===== config.mk =====
export PLATFORM = sky130hd
export DESIGN_NAME = ac97_frame_decoder
export DESIGN_NICKNAME = d
export VERILOG_FILES = /design/src/rtl/ac97_frame_decoder.sv
export SDC_FILE = /design/constraint.sdc
export NUM_CORES = 1
export LEC_CHECK = 0
export CORE_UTILIZATION = 57
export DETAILED_ROUTE_END_ITERATION = 10
export DONT_BUFFER_PORTS = 1
export PLACE_DENSITY = 0.77
export SYNTH_ARGS = -nofsm -noshare
export SYNTH_HDL_FRONTEND = slang
export SYNTH_SLANG_ARGS = --single-unit

===== constraint.sdc =====
create_clock -name clk -period 5.1 [get_ports clk]
set_input_delay 0.255 -clock clk [delete_from_list [all_inputs] [get_ports clk]]
set_output_delay 0.255 -clock clk [all_outputs]
set_load 0.005 [all_outputs]

===== src/rtl/ac97_frame_decoder.sv =====
// ac97_frame_decoder: codec-side AC97 link receiver.
// Deframes sync/sdata_out into the slot-0 tag, the command address and data
// (slots 1-2) and the PCM left/right samples (slots 3-4).
// Optional feature macro: AC97_DECODER_STATUS_EN adds a 64x16 shadow register
// file that answers register reads on sdata_in in the frame after the read.
module ac97_frame_decoder #(
    parameter int PCM_BITS = 20
) (
    input  logic                clk,
    input  logic                rst,
    input  logic                sync,
    input  logic                sdata_out,
    output logic                sdata_in,
    output logic                frame_valid,
    output logic [15:0]         tag,
    output logic                cmd_valid,
    output logic                cmd_read,
    output logic [6:0]          cmd_addr,
    output logic [15:0]         cmd_data,
    output logic                pcm_valid,
    output logic [PCM_BITS-1:0] pcm_left,
    output logic [PCM_BITS-1:0] pcm_right,
    output logic                sync_error
);

    typedef enum logic {HUNT, FRAME} state_t;

    state_t      state_reg;
    logic [7:0]  cnt_reg;          // index of the bit sampled on the next edge
    logic [19:0] shift_reg;
    logic        sync_prev_reg;
    logic [15:0] tag_sh_reg;
    logic [19:0] slot1_sh_reg;
    logic [19:0] slot2_sh_reg;
    logic [19:0] slot3_sh_reg;
    logic [19:0] slot4_sh_reg;

    logic [19:0] word;
    logic        rise;
    logic        early_rise;
    logic        bad_level;
    logic        complete;

    // Shift word including the bit sampled this edge, and framing decisions.
    assign word       = {shift_reg[18:0], sdata_out};
    assign rise       = sync & ~sync_prev_reg;
    assign early_rise = (state_reg == FRAME) & rise & (cnt_reg != 8'd0);
    assign bad_level  = (state_reg == FRAME) & ~early_rise & ((cnt_reg < 8'd16) != sync);
    assign complete   = (state_reg == FRAME) & ~early_rise & ~bad_level & (cnt_reg == 8'd255);

    // Framing FSM: bit counter, slot capture into shadows, output publish at b=255.
    always_ff @(posedge clk or posedge rst) begin
        if (rst) begin
            state_reg     <= HUNT;
            cnt_reg       <= 8'd0;
            shift_reg     <= 20'd0;
            sync_prev_reg <= 1'b0;
            tag_sh_reg    <= 16'd0;
            slot1_sh_reg  <= 20'd0;
            slot2_sh_reg  <= 20'd0;
            slot3_sh_reg  <= 20'd0;
            slot4_sh_reg  <= 20'd0;
            frame_valid   <= 1'b0;
            tag           <= 16'd0;
            cmd_valid     <= 1'b0;
            cmd_read      <= 1'b0;
            cmd_addr      <= 7'd0;
            cmd_data      <= 16'd0;
            pcm_valid     <= 1'b0;
            pcm_left      <= '0;
            pcm_right     <= '0;
            sync_error    <= 1'b0;
        end else begin
            sync_prev_reg <= sync;
            shift_reg     <= word;
            frame_valid   <= 1'b0;
            cmd_valid     <= 1'b0;
            pcm_valid     <= 1'b0;
            sync_error    <= 1'b0;
            if (state_reg == HUNT) begin
                // The sample that first sees sync high is b=0.
                if (rise) begin
                    state_reg <= FRAME;
                    cnt_reg   <= 8'd1;
                end
            end else if (early_rise) begin
                // Early rise restarts the frame in place; this sample is b=0.
                sync_error <= 1'b1;
                cnt_reg    <= 8'd1;
            end else if (bad_level) begin
                sync_error <= 1'b1;
                state_reg  <= HUNT;
                cnt_reg    <= 8'd0;
            end else begin
                cnt_reg <= cnt_reg + 8'd1;
                case (cnt_reg)
                    8'd15:  tag_sh_reg   <= word[15:0];
                    8'd35:  slot1_sh_reg <= word;
                    8'd55:  slot2_sh_reg <= word;
                    8'd75:  slot3_sh_reg <= word;
                    8'd95:  slot4_sh_reg <= word;
                    8'd255: begin
                        frame_valid <= 1'b1;
                        tag         <= tag_sh_reg;
                        cmd_valid   <= tag_sh_reg[15] & tag_sh_reg[14];
                        pcm_valid   <= tag_sh_reg[15] & tag_sh_reg[12] & tag_sh_reg[11];
                        cmd_read    <= slot1_sh_reg[19];
                        cmd_addr    <= slot1_sh_reg[18:12];
                        cmd_data    <= slot2_sh_reg[19:4];
                        pcm_left    <= slot3_sh_reg[19 -: PCM_BITS];
                        pcm_right   <= slot4_sh_reg[19 -: PCM_BITS];
                    end
                    default: ;
                endcase
            end
        end
    end

`ifdef AC97_DECODER_STATUS_EN
    logic [15:0] mem [0:63];
    logic [63:0] file_valid_reg;   // stands in for a reset of the RAM contents
    logic [15:0] rd_data_reg;
    logic        rd_valid_reg;
    logic        resp_reg;
    logic        sdata_in_reg;
    logic        wr_en;
    logic [5:0]  idx;
    logic [15:0] resp_word;
    logic        arm;
    logic [7:0]  nidx;
    logic [2:0]  addr_sel;
    logic [3:0]  data_sel;
    logic        resp_bit;

    assign wr_en     = cmd_valid & ~cmd_read & tag[13];
    assign idx       = cmd_addr[6:1];
    assign resp_word = rd_valid_reg ? rd_data_reg : 16'd0;
    assign arm       = tag_sh_reg[15] & tag_sh_reg[14] & slot1_sh_reg[19];
    assign nidx      = cnt_reg + 8'd1;
    assign addr_sel  = 3'(8'd23 - nidx);
    assign data_sel  = 4'(8'd51 - nidx);
    assign sdata_in  = sdata_in_reg;

    // Shadow register RAM: write the cycle after a write frame, registered read.
    always_ff @(posedge clk) begin
        if (wr_en) begin
            mem[idx] <= cmd_data;
        end
        rd_data_reg <= mem[idx];
    end

    // Per-entry written flags so that unwritten entries read back as zero.
    always_ff @(posedge clk or posedge rst) begin
        if (rst) begin
            file_valid_reg <= 64'd0;
            rd_valid_reg   <= 1'b0;
        end else begin
            if (wr_en) begin
                file_valid_reg[idx] <= 1'b1;
            end
            rd_valid_reg <= file_valid_reg[idx];
        end
    end

    // Response bit for the next index: tag 15..13, read address, file data.
    always_comb begin
        resp_bit = 1'b0;
        if (nidx <= 8'd2) begin
            resp_bit = 1'b1;
        end else if (nidx >= 8'd17 && nidx <= 8'd23) begin
            resp_bit = cmd_addr[addr_sel];
        end else if (nidx >= 8'd36 && nidx <= 8'd51) begin
            resp_bit = resp_word[data_sel];
        end
    end

    // Arm a response at read-frame completion; drive it during the next frame.
    always_ff @(posedge clk or posedge rst) begin
        if (rst) begin
            resp_reg     <= 1'b0;
            sdata_in_reg <= 1'b0;
        end else if (state_reg == HUNT || early_rise || bad_level) begin
            resp_reg     <= 1'b0;
            sdata_in_reg <= 1'b0;
        end else if (complete) begin
            resp_reg     <= arm;
            sdata_in_reg <= arm;
        end else begin
            sdata_in_reg <= resp_reg & resp_bit;
        end
    end
`else
    assign sdata_in = 1'b0;
`endif

endmodule

* Yosys cells after proc, flatten, opt, wreduce, memory -nomap -nowiden
Index checks and enable logic that the tools add are counted.
Storage, ports and cells: bits in registers 209, bits of input ports 4, memory bits (read-only) 0, RAM bits 0, bits in latches 0, memories kept 0
Operators by class: shifts and indexed selects 0, magnitude comparators 1, bitwise logic cells 11, multiply operators 0, reductions and logical operators 8, div/mod/pow operators 0, add/sub/neg operators 1, eq/ne operators 7, multiplexer cells 23
Operators by type and width (number):
- 8-bit 2-to-1 mux | 4
- 4-bit AND reduction | 6
- 1-bit 2-to-1 mux | 19
- 8-bit by 6-bit equality test with 1-bit output, second input constant | 2
- 8-bit by 7-bit equality test with 1-bit output, second input constant | 2
- 8-bit by 1-bit adder with 8-bit output, second input constant | 1
- 1-bit bitwise AND | 8
- 8-bit by 4-bit equality test with 1-bit output, second input constant | 1
- 8-bit equality test, second input constant | 1
- 8-bit by 5-bit < comparator with 1-bit output, second input constant | 1
- 8-bit nonzero test | 1
- 1-bit NOT | 3
- 2-bit nonzero test | 1
- 1-bit inequality test | 1

* Logic depth before layout (Yosys ltp)
Gate-level depths: netlist of run 1.
depth in word-level cells 10, mapped depth 8, mapped depth without buffers 6

* Worst setup path after synthesis of run 1
No wires, ideal clock.
path type flip-flop to flip-flop, start point reg cnt_reg[5], end point reg cmd_addr[4], stages on the path, launching flop included 8, path buffers 3, path slack 2.919 ns, arrival 2.053 ns, setup time 0.127 ns, cells stage by stage dfrtp_1 > buf_6 > nor4_4 > mux2_2 > a21o_1 > buf_6 > buf_6 > mux2_1
Between the ends: longest elaborated chain between the ends 7, elaborated cells between the ends (all ways) 10, classes of those cells 1 x order compare; 2 x eq/ne; 5 x bitwise; 2 x reduce/logical
Ends and longest elaborated chain:
- from (decl) | RTL line 29 | logic [7:0] cnt_reg;
- from (signal assigned) | RTL line 95 | cnt_reg <= cnt_reg + 8'd1;
- branches (longest 6 deep; another with 8-bit by 5-bit < comparator with 1-bit output)
- 4-bit AND reduction (no source line) (*)
- to (signal assigned) | RTL line 108 | cmd_addr <= slot1_sh_reg[18:12];
- to (decl) | RTL line 18 | output logic [6:0] cmd_addr,
Mark *: on every way between the ends. A chain may end at the register's enable or synchronous reset.

* Worst setup path after layout of run 1
start point reg cnt_reg[4], end point reg cmd_data[12]
Between the ends: longest elaborated chain between the ends 7, elaborated cells between the ends (all ways) 10, classes of those cells 1 x order compare; 2 x eq/ne; 5 x bitwise; 2 x reduce/logical
Ends and longest elaborated chain:
- branches (longest 6 deep; another with 8-bit by 5-bit < comparator with 1-bit output)
- 4-bit AND reduction (no source line) (*)
- to (signal assigned) | RTL line 109 | cmd_data <= slot2_sh_reg[19:4];
- to (decl) | RTL line 19 | output logic [15:0] cmd_data,
Marked as above.

==> results by group, run 1 <==
Setup path
  • Critical path depth: 4
  • Bufs and invs on worst path: 0
  • CP dominant cell by count: mux2_2
  • Worst stage delay on the critical path: 790 ps
  • Crit-path slowest cell: a21o_4
  • Critical-path cell list: nor4_4 -> mux2_2 -> a21o_4 -> mux2_2
  • Crit path kind: reg -> reg
  • Critical Path AT: 3260 ps
  • WP data required: 5410 ps
  • CP startpoint kind: flip-flop
  • Critical path's top delay family: compound AO/OA/AOI/OAI gates
  • Worst r2r path cells: 4
  • Max FO, Critical Path: 80
  • CP endpoint kind: flip-flop

Cells and area
  • Share of cells above drive strength 1: 37.89%
  • Layout Nets: 476
  • Ant. Diodes: 0
  • Fillers: 960
  • Layout area overhead: 9.203%
  • Fin cells: 655
  • Design area: 8195 sq um

Yosys
  • Synth Flop Type: dfrtp_1
  • Post-Synth XOR/XNOR Area: 0.1167%
  • Mux cell area share after synthesis: 24.79%
  • Simple-Gate Fraction of Synth Area: 4.718%
  • Cell variety after synth: 50
  • Post-Synth Adder-Cell Area: 0.3334%
  • Cell Area, Synth: 7505 sq um
  • Async SR Flop Fraction: 100.0%
  • Synthesized flop and latch total: 193
  • Synthesized Nets: 479
  • Largest family of logic cells by synthesized area: multiplexers
  • Post-synth EDFFs: 0
  • YS warnings: 0
  • Sequential-to-total area share from yosys stat: 64.35%
  • Syn_area_per_cell: 15.87 sq um
  • Compound-gate portion of the synthesized area: 2.668%
  • Mapped Cells: 473

STA
  • RSZ-0062 raised after global routing: no
  • Tmin final: 2955 ps
  • Final hold vios: 12
  • WHS: -34.11 ps
  • Setup-failing EPs final: 0
  • Slew at the pin with the worst max-slew slack: 1047 ps
  • Fin crit share: 57.95%
  • Clock skew: 8.202 ps
  • Final Max Tran Viols: 0
  • Fmax: 338.4 MHz
  • Setup TNS: 0 ps
  • Rel. slew slack: 30.17%

Route
  • Number of routed nets with antenna violations: 0
  • Starting DRT DRC Count: 192
  • Total wire length: 13500 microns
  • Drt first pass iters: 4
  • Via density: 5.803
  • Routed len/inst: 20.61 microns
  • Via Count: 3801
  • Residual DRC: 0

Clock tree
  • H-tree levels: 4
  • Number of hold buffers added after CTS: 2
  • Inserted Clock Buffers: 17
  • Clock buffer depth: 2
  • Post-cts sizing count: 0
  • CTS tree: done
  • Clock Tree Root: clkbuf_16
  • Postcts setup bufs: 0
  • Clk_lat worst skew: 430 ps
  • Num Clock Sinks: 193
  • Clock-pin slew on the worst setup and hold paths: 70 ps

Global routing
  • Vias in the first global route: 3913
  • Total GRT Usage: 21.89%
  • Met1 Use GR: 30.01%
  • Grt peak-use layer: met2
  • Gr ovfl total: 0
  • First-pass GRT wire length: 21700 microns
  • Pin count of the biggest net entering global routing: 194
  • Met2 demand-to-capacity share in global routing: 32.62%
  • Initial antenna violation count: 0
  • Routing usage on met3: 6.435%

Power
  • Int Power: 2351 uW
  • Clk pwr share: 43.7%
  • Cell Pwr Density: 371.1 nW/um^2
  • Switching Share: 22.68%
  • Gate power share: 4.0%
  • Reg power frac: 52.3%
  • P_leak: 0.004193 uW
  • Maximum VDD drop: 0.2376 mV
  • Switching power: 689.8 uW

Placement
  • Placed instance count: 621
  • Placed Area: 7570 sq um
  • DP HPWL: 8347 microns
  • PortBufs: 0
  • GPL Wtd Cong: 0.8155

Floorplanning
  • Initial Util: 58.99%
  • Die area: 13630 sq um
  • Die Height: 116.7 microns
  • I/O pin count: 89
  • Row count: 41
  • Core area: 12720 sq um
  • Overall die width: 116.7 microns

Worst hold path
  • Hold WC Path Type: in -> async

Run status
  • Failing checks: negative hold slack
  • Outcome: finished, violations left

Run
  • # Max-Cap Violations: 0
Yosys cell counts (2+ instances only):
master	n	share of area, %
mux2_4	10	2.0
nor3b_1	3	0.30
ha_1	2	0.33
o21ai_0	7	0.47
o22ai_1	2	0.17
nand2_1	13	0.65
clkbuf_1	10	0.50
nor4_4	2	0.57
nand4_1	4	0.33
nor2_1	5	0.25
and3_1	7	0.58
mux2_2	129	19
inv_1	6	0.30
buf_2	4	0.27
a21oi_1	4	0.27
buf_4	2	0.20
dfrtp_1	193	64
nor2b_1	4	0.33
nand3_1	4	0.27
buf_6	10	1.5
mux2_1	22	3.3
and4_1	2	0.23
power groups by stage:
stage / sequential (uW) / clock (uW) / combinational (uW)
2_1_floorplan: 1590 / 0 / 114
3_3_place_gp: 1620 / 0 / 121
3_5_place_dp: 1620 / 0 / 120
4_1_cts: 1590 / 1360 / 123
5_1_grt: 1590 / 1420 / 142
6_report: 1590 / 1330 / 122
layout by cell type (no fill, tap or decap), types with 2 or more instances in the layout:
master,n
clkbuf_16,17
inv_6,3
dfrtp_1,193
dlygate4sd3_1,2
nand3_1,4
nor4_4,2
o21ai_0,7
bufinv_16,2
nor3b_1,3
ha_1,2
clkinv_4,2
nor2b_1,4
buf_4,2
and3_1,7
mux2_2,129
a21oi_1,3
and4_1,2
nand4_1,4
clkinvlp_4,4
nor2_1,5
clkinv_2,2
mux2_4,10
inv_1,5
o22ai_1,2
mux2_1,22
nand2_1,13
clkbuf_8,2
stage by stage:
step | util [%] | power, uW | setup slack [ps]
after detailed placement | 59.50 | 1738 | 2155
final | 64.42 | 3041 | 2145
after global routing | 64.42 | 3157 | 2008
after floorplan | - | 1708 | 2355
after global placement | 59.50 | 1736 | 2106
after CTS | 64.42 | 3071 | 2145
final timing paths:
check	endpoint	startpoint	slack [ps]
max	cmd_data[12]	cnt_reg[4]	2140
min	pcm_right[16]	rst	-30
max reg2reg	cmd_data[12]	cnt_reg[4]	2140
min reg2reg	shift_reg[3]	shift_reg[2]	430
max in group asynchronous	tag[9]	rst	4390
min in group clk	cnt_reg[6]	sync	60
layer usage:
metal | wire (microns) | up-vias
met5 | 0 | -
met4 | 197 | 0
met3 | 887 | 16
met2 | 6451 | 102
met1 | 5964 | 2020
li1 | - | 1663
logic make-up (layout without fill, tap and decap cells):
kind of cell	count (synthesis)	count (layout)
flops	193	193
compound gates	26	26
mux	162	162
buf+inv	33	43
other cells	1	1
xor+xnor	1	1
fa+ha+maj	2	2
simple gates	55	55
final cells by class:
type / instances / area, sq um / area share, %
clock buffer: 19 / 452.9 / 5.527
clock inverter: 13 / 152.6 / 1.863
inverter: 6 / 26.28 / 0.3206
multi-input combinational: 247 / 2464 / 30.06
sequential: 193 / 4830 / 58.93
tap: 172 / 215.2 / 2.626
timing repair buffer: 5 / 55.05 / 0.6718
Power figures use the tool's default switching activity.
==> run 2, diff against run 1 <==
ABC_AREA = 1   (was default)
CORE_UTILIZATION = 60   (was 57)
PLACE_DENSITY = 0.78   (was 0.77)
clock period = 2.75 ns   (was 5.1 ns; I/O delays follow)
==> results by group, run 2 <==
Run status
  • Outcome: completed (was finished, violations left)

Global routing
  • Initial antenna violation count: 0 (unchanged)
  • First-pass GRT wire length: 27180 microns (was 21700 microns)
  • Gr ovfl total: 0 (unchanged)
  • Total GRT Usage: 27.77% (was 21.89%)
  • Vias in the first global route: 5317 (was 3913)
  • Pin count of the biggest net entering global routing: 99 (was 194)

Route
  • Drt first pass iters: 5 (was 4)
  • Via density: 5.535 (was 5.803)
  • Top Metal Used: met4 (unchanged)
  • Starting DRT DRC Count: 437 (was 192)
  • Total wire length: 16610 microns (was 13500 microns)
  • Residual DRC: 0 (unchanged)
  • M1 wire length: 7337 microns (was 5964 microns)
  • Via Count: 5424 (was 3801)
  • Number of routed nets with antenna violations: 0 (unchanged)
  • WL met3: 1140 microns (was 887 microns)
  • WL met2: 7807 microns (was 6451 microns)
  • Routed len/inst: 16.95 microns (was 20.61 microns)

Cells and area
  • Most frequent cells in the layout: nand2_1 (311), dfrtp_1 (193), nand3_1 (125), o21ai_0 (45), inv_1 (35) (was dfrtp_1 (193), mux2_2 (129), mux2_1 (22), clkbuf_16 (17), nand2_1 (13))
  • Layout Nets: 805 (was 476)
  • Most common cell after layout, fill and taps aside: nand2_1 (was dfrtp_1)
  • Fillers: 918 (was 960)
  • Ant. Diodes: 0 (unchanged)
  • Layout area overhead: 10.42% (was 9.203%)
  • Design area: 8250 sq um (was 8195 sq um)
  • Share of cells above drive strength 1: 7.759% (was 37.89%)

Yosys
  • Synthesized Nets: 807 (was 479)
  • Top cell type's share of synthesized area: 64.63% (was 64.35%)
  • Post-synth EDFFs: 0 (unchanged)
  • Post-Synth Adder-Cell Area: 0.3349% (was 0.3334%)
  • Syn_area_per_cell: 9.329 sq um (was 15.87 sq um)
  • YS warnings: 0 (unchanged)
  • Synth Flop Type: dfrtp_1 (unchanged)
  • Simple-Gate Fraction of Synth Area: 26.02% (was 4.718%)
  • Cell Area, Synth: 7472 sq um (was 7505 sq um)
  • Synthesized flop and latch total: 193 (unchanged)
  • Largest family of logic cells by synthesized area: simple AND/OR/NAND/NOR gates (was multiplexers)
  • Area contributors post-synth: dfrtp_1 (65%), nand2_1 (16%), nand3_1 (8.4%), o21ai_0 (3.0%), buf_2 (1.9%) (was dfrtp_1 (64%), mux2_2 (19%), mux2_1 (3.3%), mux2_4 (2.0%), buf_6 (1.5%))
  • Compound-gate portion of the synthesized area: 4.086% (was 2.668%)
  • Cell variety after synth: 24 (was 50)
  • Async SR Flop Fraction: 100.0% (unchanged)
  • Mux cell area share after synthesis: 0% (was 24.79%)
  • Sequential-to-total area share from yosys stat: 64.63% (was 64.35%)
  • Leading area contributor after synthesis: dfrtp_1 (unchanged)
  • Post-Synth XOR/XNOR Area: 0.1172% (was 0.1167%)
  • Mapped Cells: 801 (was 473)
  • Most frequent cell after synthesis: nand2_1 (was dfrtp_1)
  • Post-synth top cells: nand2_1 (311), dfrtp_1 (193), nand3_1 (125) (was dfrtp_1 (193), mux2_2 (129), mux2_1 (22))

Setup path
  • Worst stage delay on the critical path: 510 ps (was 790 ps)
  • WP data required: 3120 ps (was 5410 ps)
  • Critical-path cell list: nor2_2 -> nand2_2 -> nand2_1 -> nand2_1 -> a21oi_4 -> buf_4 -> nand3_1 -> nand2_1 (was nor4_4 -> mux2_2 -> a21o_4 -> mux2_2)
  • Critical path's top delay family: simple AND/OR/NAND/NOR gates (was compound AO/OA/AOI/OAI gates)
  • CP endpoint kind: flip-flop (unchanged)
  • CP dominant cell by count: nand2_1 (was mux2_2)
  • Bufs and invs on worst path: 1 (was 0)
  • CP startpoint kind: flip-flop (unchanged)
  • Max FO, Critical Path: 25 (was 80)
  • Crit-path slowest cell: a21oi_4 (was a21o_4)
  • Crit path kind: reg -> reg (unchanged)
  • Critical Path AT: 2530 ps (was 3260 ps)

Power
  • Design Power: 5685 uW (was 3041 uW)
  • Maximum VDD drop: 0.4168 mV (was 0.2376 mV)
  • P_leak: 0.004420 uW (was 0.004193 uW)
  • Cell Pwr Density: 689.1 nW/um^2 (was 371.1 nW/um^2)

Floorplanning
  • Row count: 40 (was 41)
  • Overall die width: 113.6 microns (was 116.7 microns)
  • Die Height: 113.6 microns (was 116.7 microns)
  • Initial Util: 61.95% (was 58.99%)
  • I/O pin count: 89 (unchanged)
  • Die area: 12900 sq um (was 13630 sq um)
  • Core area: 12060 sq um (was 12720 sq um)

STA
  • Final hold vios: 0 (was 12)
  • Rel. slew slack: 51.57% (was 30.17%)
  • Fmax: 463.9 MHz (was 338.4 MHz)
  • Tmin final: 2156 ps (was 2955 ps)
  • Setup TNS: 0 ps (unchanged)
  • Fin crit share: 78.39% (was 57.95%)
  • Worst Slack Setup Final: 594.3 ps (was 2145 ps)
  • Clock skew: 9.409 ps (was 8.202 ps)
  • RSZ-0062 raised after global routing: no (unchanged)
  • Final Max Tran Viols: 0 (unchanged)
  • Setup-failing EPs final: 0 (unchanged)
  • Slew at the pin with the worst max-slew slack: 726.4 ps (was 1047 ps)

Clock tree
  • Postcts setup bufs: 0 (unchanged)
  • Clock buffer depth: 2 (unchanged)
  • H-tree levels: 4 (unchanged)
  • Inserted Clock Buffers: 17 (unchanged)
  • Num Clock Sinks: 193 (unchanged)
  • CTS tree: done (unchanged)
  • Clock-pin slew on the worst setup and hold paths: 70 ps (about the same)
  • Clock Tree Root: clkbuf_16 (unchanged)
  • Clk_lat worst skew: 430 ps (about the same)
  • Post-cts sizing count: 0 (unchanged)

Worst hold path
  • Hold WC Path Type: in -> reg (was in -> async)

Placement
  • Pre-CTS WS: 676.3 ps (was 2155 ps)
  • PortBufs: 0 (unchanged)
  • Placed Area: 7667 sq um (was 7570 sq um)
  • DP HPWL: 10930 microns (was 8347 microns)
  • GPL Wtd Cong: 0.8026 (was 0.8155)

Run
  • # Max-Cap Violations: 0 (unchanged)
[run 2: changes by cell type in the layout (fill, tap and decap cells not counted), sizes merged, moves of 14 or more]
cell	previous run	this run
nor2	5	19
nand2	13	312
buf	3	21
inv	8	38
nand3	4	125
o21ai	7	53
mux2	161	0
[run 2: final cells by class]
cell class	count	area, sq um	area share (%)
timing repair buffer	24	212.7	2.578
sequential	193	4830	58.54
clock buffer	19	442.9	5.369
tap	168	210.2	2.548
inverter	37	142.6	1.729
clock inverter	13	110.1	1.335
multi-input combinational	526	2302	27.90
[run 2: cells by family (layout without fill, tap and decap cells)]
logic type / count (synthesis) / count (layout)
DFF: 193 / 193
adders and majority gates: 2 / 2
and+or+nand+nor: 465 / 465
buffers and inverters: 82 / 93
xor gates and xnor gates: 1 / 1
other: 1 / 1
AOI/OAI and AO/OA: 57 / 57
[run 2: final timing paths]
kind / from / to / slack [ps] / cells past startpoint
worst max-delay path: cnt_reg[4] / pcm_left[0] / 590 / 8
worst min-delay path: sync / cnt_reg[7] / 110 / 3
worst max register to register: cnt_reg[4] / pcm_left[0] / 590 / 8
worst min register to register: shift_reg[1] / shift_reg[2] / 410 / 0
max in group asynchronous: rst / pcm_right[7] / 1550 / 3
min in group asynchronous: rst / cmd_addr[6] / 240 / 2
[run 2: worst register-to-register path, stage by stage, from the launching register on]
cell	delay, ps
dfrtp_1	440
nor2_2	220
nand2_2	130
nand2_1	80
nand2_1	130
a21oi_4	510
buf_4	370
nand3_1	140
nand2_1	90
[run 2: stage by stage]
step | util (%) | cells | hold WS [ps]
CTS | 68.40 | 980 | 84.22
detailed placement | 63.57 | 945 | 90.94
global placement | 63.57 | 945 | 85.50
global route | 68.40 | 980 | 106.5
floorplan | - | 801 | 168.9
finish | 68.40 | 980 | 105.1
[run 2: layer usage]
metal	track usage [%]	vias up
li1	-	2553
met1	38.61	2648
met2	42.80	199
met3	6.642	24
met4	10.79	0
met5	0	-
[run 2: report_power, final]
part           leakage, uW  switching [uW]  internal (uW)  total [uW]
combinational      0.00150             329            105         434
sequential         0.00265            62.3           2880        2940
clock             0.000273            1040           1270        2310
[run 2: repair_timing]
item,4_1_cts,5_1_grt
hold buffers,3,0
endpoints found under the hold margin,28,0
setup endpoints to repair,0,0
==> run 3, diff against run 2 <==
ABC_AREA = 0   (was 1)
CORE_UTILIZATION = 57   (was 60)
PLACE_DENSITY = 0.77   (was 0.78)
clock period = 1.9 ns   (was 2.75 ns; I/O delays follow)
==> results by group, run 3 (synthesized netlist as in run 1, its figures left out) <==
Run status
  • Outcome: finished, violations left (was completed)
  • Failing checks: negative setup slack

Power
  • Int Power: 6741 uW (was 4254 uW)
  • Maximum VDD drop: 0.5739 mV (was 0.4168 mV)
  • Switching power: 1860 uW (was 1431 uW)
  • Switching Share: 21.62% (was 25.17%)
  • Cell Pwr Density: 949.6 nW/um^2 (was 689.1 nW/um^2)
  • Gate power share: 7.3% (was 7.6%)
  • Reg power frac: 49.1% (was 51.8%)
  • Clk pwr share: 43.6% (was 40.6%)
  • Design Power: 8601 uW (was 5685 uW)
  • P_leak: 0.004611 uW (was 0.004420 uW)

Global routing
  • Gr ovfl total: 0 (unchanged)
  • Initial antenna violation count: 0 (unchanged)
  • First-pass GRT wire length: 23700 microns (was 27180 microns)
  • Pin count of the biggest net entering global routing: 82 (was 99)
  • Total GRT Usage: 23.90% (was 27.77%)
  • Vias in the first global route: 4289 (was 5317)

Floorplanning
  • Overall die width: 116.7 microns (was 113.6 microns)
  • Die Height: 116.7 microns (was 113.6 microns)
  • Core area: 12720 sq um (was 12060 sq um)
  • Row count: 41 (was 40)
  • Initial Util: 58.99% (was 61.95%)
  • Die area: 13630 sq um (was 12900 sq um)
  • I/O pin count: 89 (unchanged)

Placement
  • PortBufs: 0 (unchanged)
  • DP HPWL: 9521 microns (was 10930 microns)
  • GPL Wtd Cong: 0.8317 (was 0.8026)
  • Pre-CTS WS: -224.4 ps (was 676.3 ps)
  • Placed instance count: 662 (was 945)

Cells and area
  • Fin cells: 706 (was 980)
  • Layout area overhead: 20.69% (was 10.42%)
  • Most common cell after layout, fill and taps aside: dfrtp_1 (was nand2_1)
  • Most frequent cells in the layout: dfrtp_1 (190), mux2_2 (92), mux2_4 (69), buf_4 (36), clkbuf_16 (18) (was nand2_1 (311), dfrtp_1 (193), nand3_1 (125), o21ai_0 (45), inv_1 (35))
  • Fillers: 840 (was 918)
  • Ant. Diodes: 0 (unchanged)
  • Register area: 4833 sq um (was 4830 sq um)
  • Share of cells above drive strength 1: 49.81% (was 7.759%)
  • Multi-input gate area: 2778 sq um (was 2302 sq um)
  • Layout Nets: 527 (was 805)

Clock tree
  • Clock-pin slew on the worst setup and hold paths: 70 ps (about the same)
  • Clock Tree Root: clkbuf_16 (unchanged)
  • Clock buffer depth: 2 (unchanged)
  • Clk_lat worst skew: 420 ps (was 430 ps)
  • Inserted Clock Buffers: 17 (unchanged)
  • Num Clock Sinks: 193 (unchanged)
  • H-tree levels: 4 (unchanged)
  • CTS tree: done (unchanged)

Route
  • Starting DRT DRC Count: 200 (was 437)
  • Residual DRC: 0 (unchanged)
  • Routed len/inst: 21.03 microns (was 16.95 microns)
  • Via density: 5.732 (was 5.535)
  • Via Count: 4047 (was 5424)
  • Drt first pass iters: 6 (was 5)
  • Total wire length: 14850 microns (was 16610 microns)
  • Number of routed nets with antenna violations: 0 (unchanged)

Run
  • # Max-Cap Violations: 0 (unchanged)

STA
  • RSZ-0062 raised after global routing: yes (was no)
  • Tmin final: 2111 ps (was 2156 ps)
  • Setup-failing EPs final: 140 (was 0)
  • Fin crit share: 111.1% (was 78.39%)
  • Fmax: 473.8 MHz (was 463.9 MHz)
  • Final hold vios: 0 (unchanged)
  • Clock skew: 8.616 ps (was 9.409 ps)
  • Final Max Tran Viols: 0 (unchanged)
  • WHS: 45.48 ps (was 105.1 ps)
  • Worst Slack Setup Final: -210.6 ps (was 594.3 ps)

Setup path
  • Max FO, Critical Path: 8 (was 25)
  • WP data required: 2200 ps (was 3120 ps)
  • CP startpoint kind: flip-flop (unchanged)
  • CP endpoint kind: flip-flop (unchanged)
  • Crit path kind: reg -> reg (unchanged)
  • Critical Path AT: 2410 ps (was 2530 ps)

Worst hold path
  • Hold WC Path Type: in -> reg (unchanged)
-- run 3: cell types whose count changed in the layout (fill, tap and decap cells not counted), moves of 17 or more --
cell     delta
buf_4      +17
inv_1      -30
mux2_2     +92
mux2_4     +69
nand2_1   -300
nand3_1   -121
o21ai_0    -41
-- run 3: worst max-delay path, stage by stage, from the launching register on --
cell and delay, ps:
dfrtp_2 440, nor4_4 390, mux2_4 370, a21oi_4 260
clkbuf_16 220, mux2_4 300
-- run 3: area by class of cell --
class / count / area share [%]
Sequential cell: 193 / 53.36
Multi-Input combinational cell: 247 / 30.67
Timing Repair Buffer: 56 / 6.437
Clock buffer: 23 / 5.166
Tap cell: 172 / 2.376
Clock inverter: 9 / 1.699
Inverter: 6 / 0.2901
-- run 3: through the flow --
| stage | instance area (sq um) | util [%] | setup TNS [ps] |
|---|---|---|---|
| 2_1_floorplan | 7766 | - | -165240 |
| 3_3_place_gp | 8195 | 64.42 | -15400 |
| 3_5_place_dp | 8195 | 64.42 | -22090 |
| 4_1_cts | 9047 | 71.12 | -16070 |
| 5_1_grt | 9057 | 71.19 | -32320 |
| 6_report | 9057 | 71.19 | -21060 |
-- run 3: routing by layer --
| layer | wire length, microns | share of wire (%) | track usage [%] |
|---|---|---|---|
| met2 | 7254 | 49 | 37.83 |
| met3 | 627 | 4.2 | 6.694 |
| met5 | 0 | 0 | 0 |
| met4 | 385 | 2.6 | 9.789 |
| met1 | 6578 | 44 | 31.32 |
-- run 3: timing repair --
action,in CTS,in global routing
endpoints found under the hold margin,204,1
hold buffers,3,1
gates resized for setup,31,5
setup buffers,7,1
gates cloned,1,0
pin swaps,10,4
setup endpoints to repair,148,152
-- run 3: final timing paths --
path                                   end  depth (start not counted)  slack, ps    startpoint
setup reg to reg           slot3_sh_reg[5]                          5       -210    cnt_reg[5]
hold / removal                  cnt_reg[5]                          3         50          sync
hold reg to reg               shift_reg[3]                          0        430  shift_reg[2]
min in group asynchronous  slot3_sh_reg[6]                          2        100           rst
setup / recovery           slot3_sh_reg[5]                          5       -210    cnt_reg[5]
max in group asynchronous       cnt_reg[7]                          3       1100           rst
-- run 3: power by group through the flow --
| stage | Combinational (uW) | Sequential [uW] | Clock [uW] |
|---|---|---|---|
| global placement | 510 | 4290 | 0 |
| finish | 631 | 4220 | 3750 |
| CTS | 597 | 4220 | 3790 |
| detailed placement | 521 | 4300 | 0 |
| floorplan | 310 | 4280 | 0 |
| global route | 700 | 4230 | 3990 |
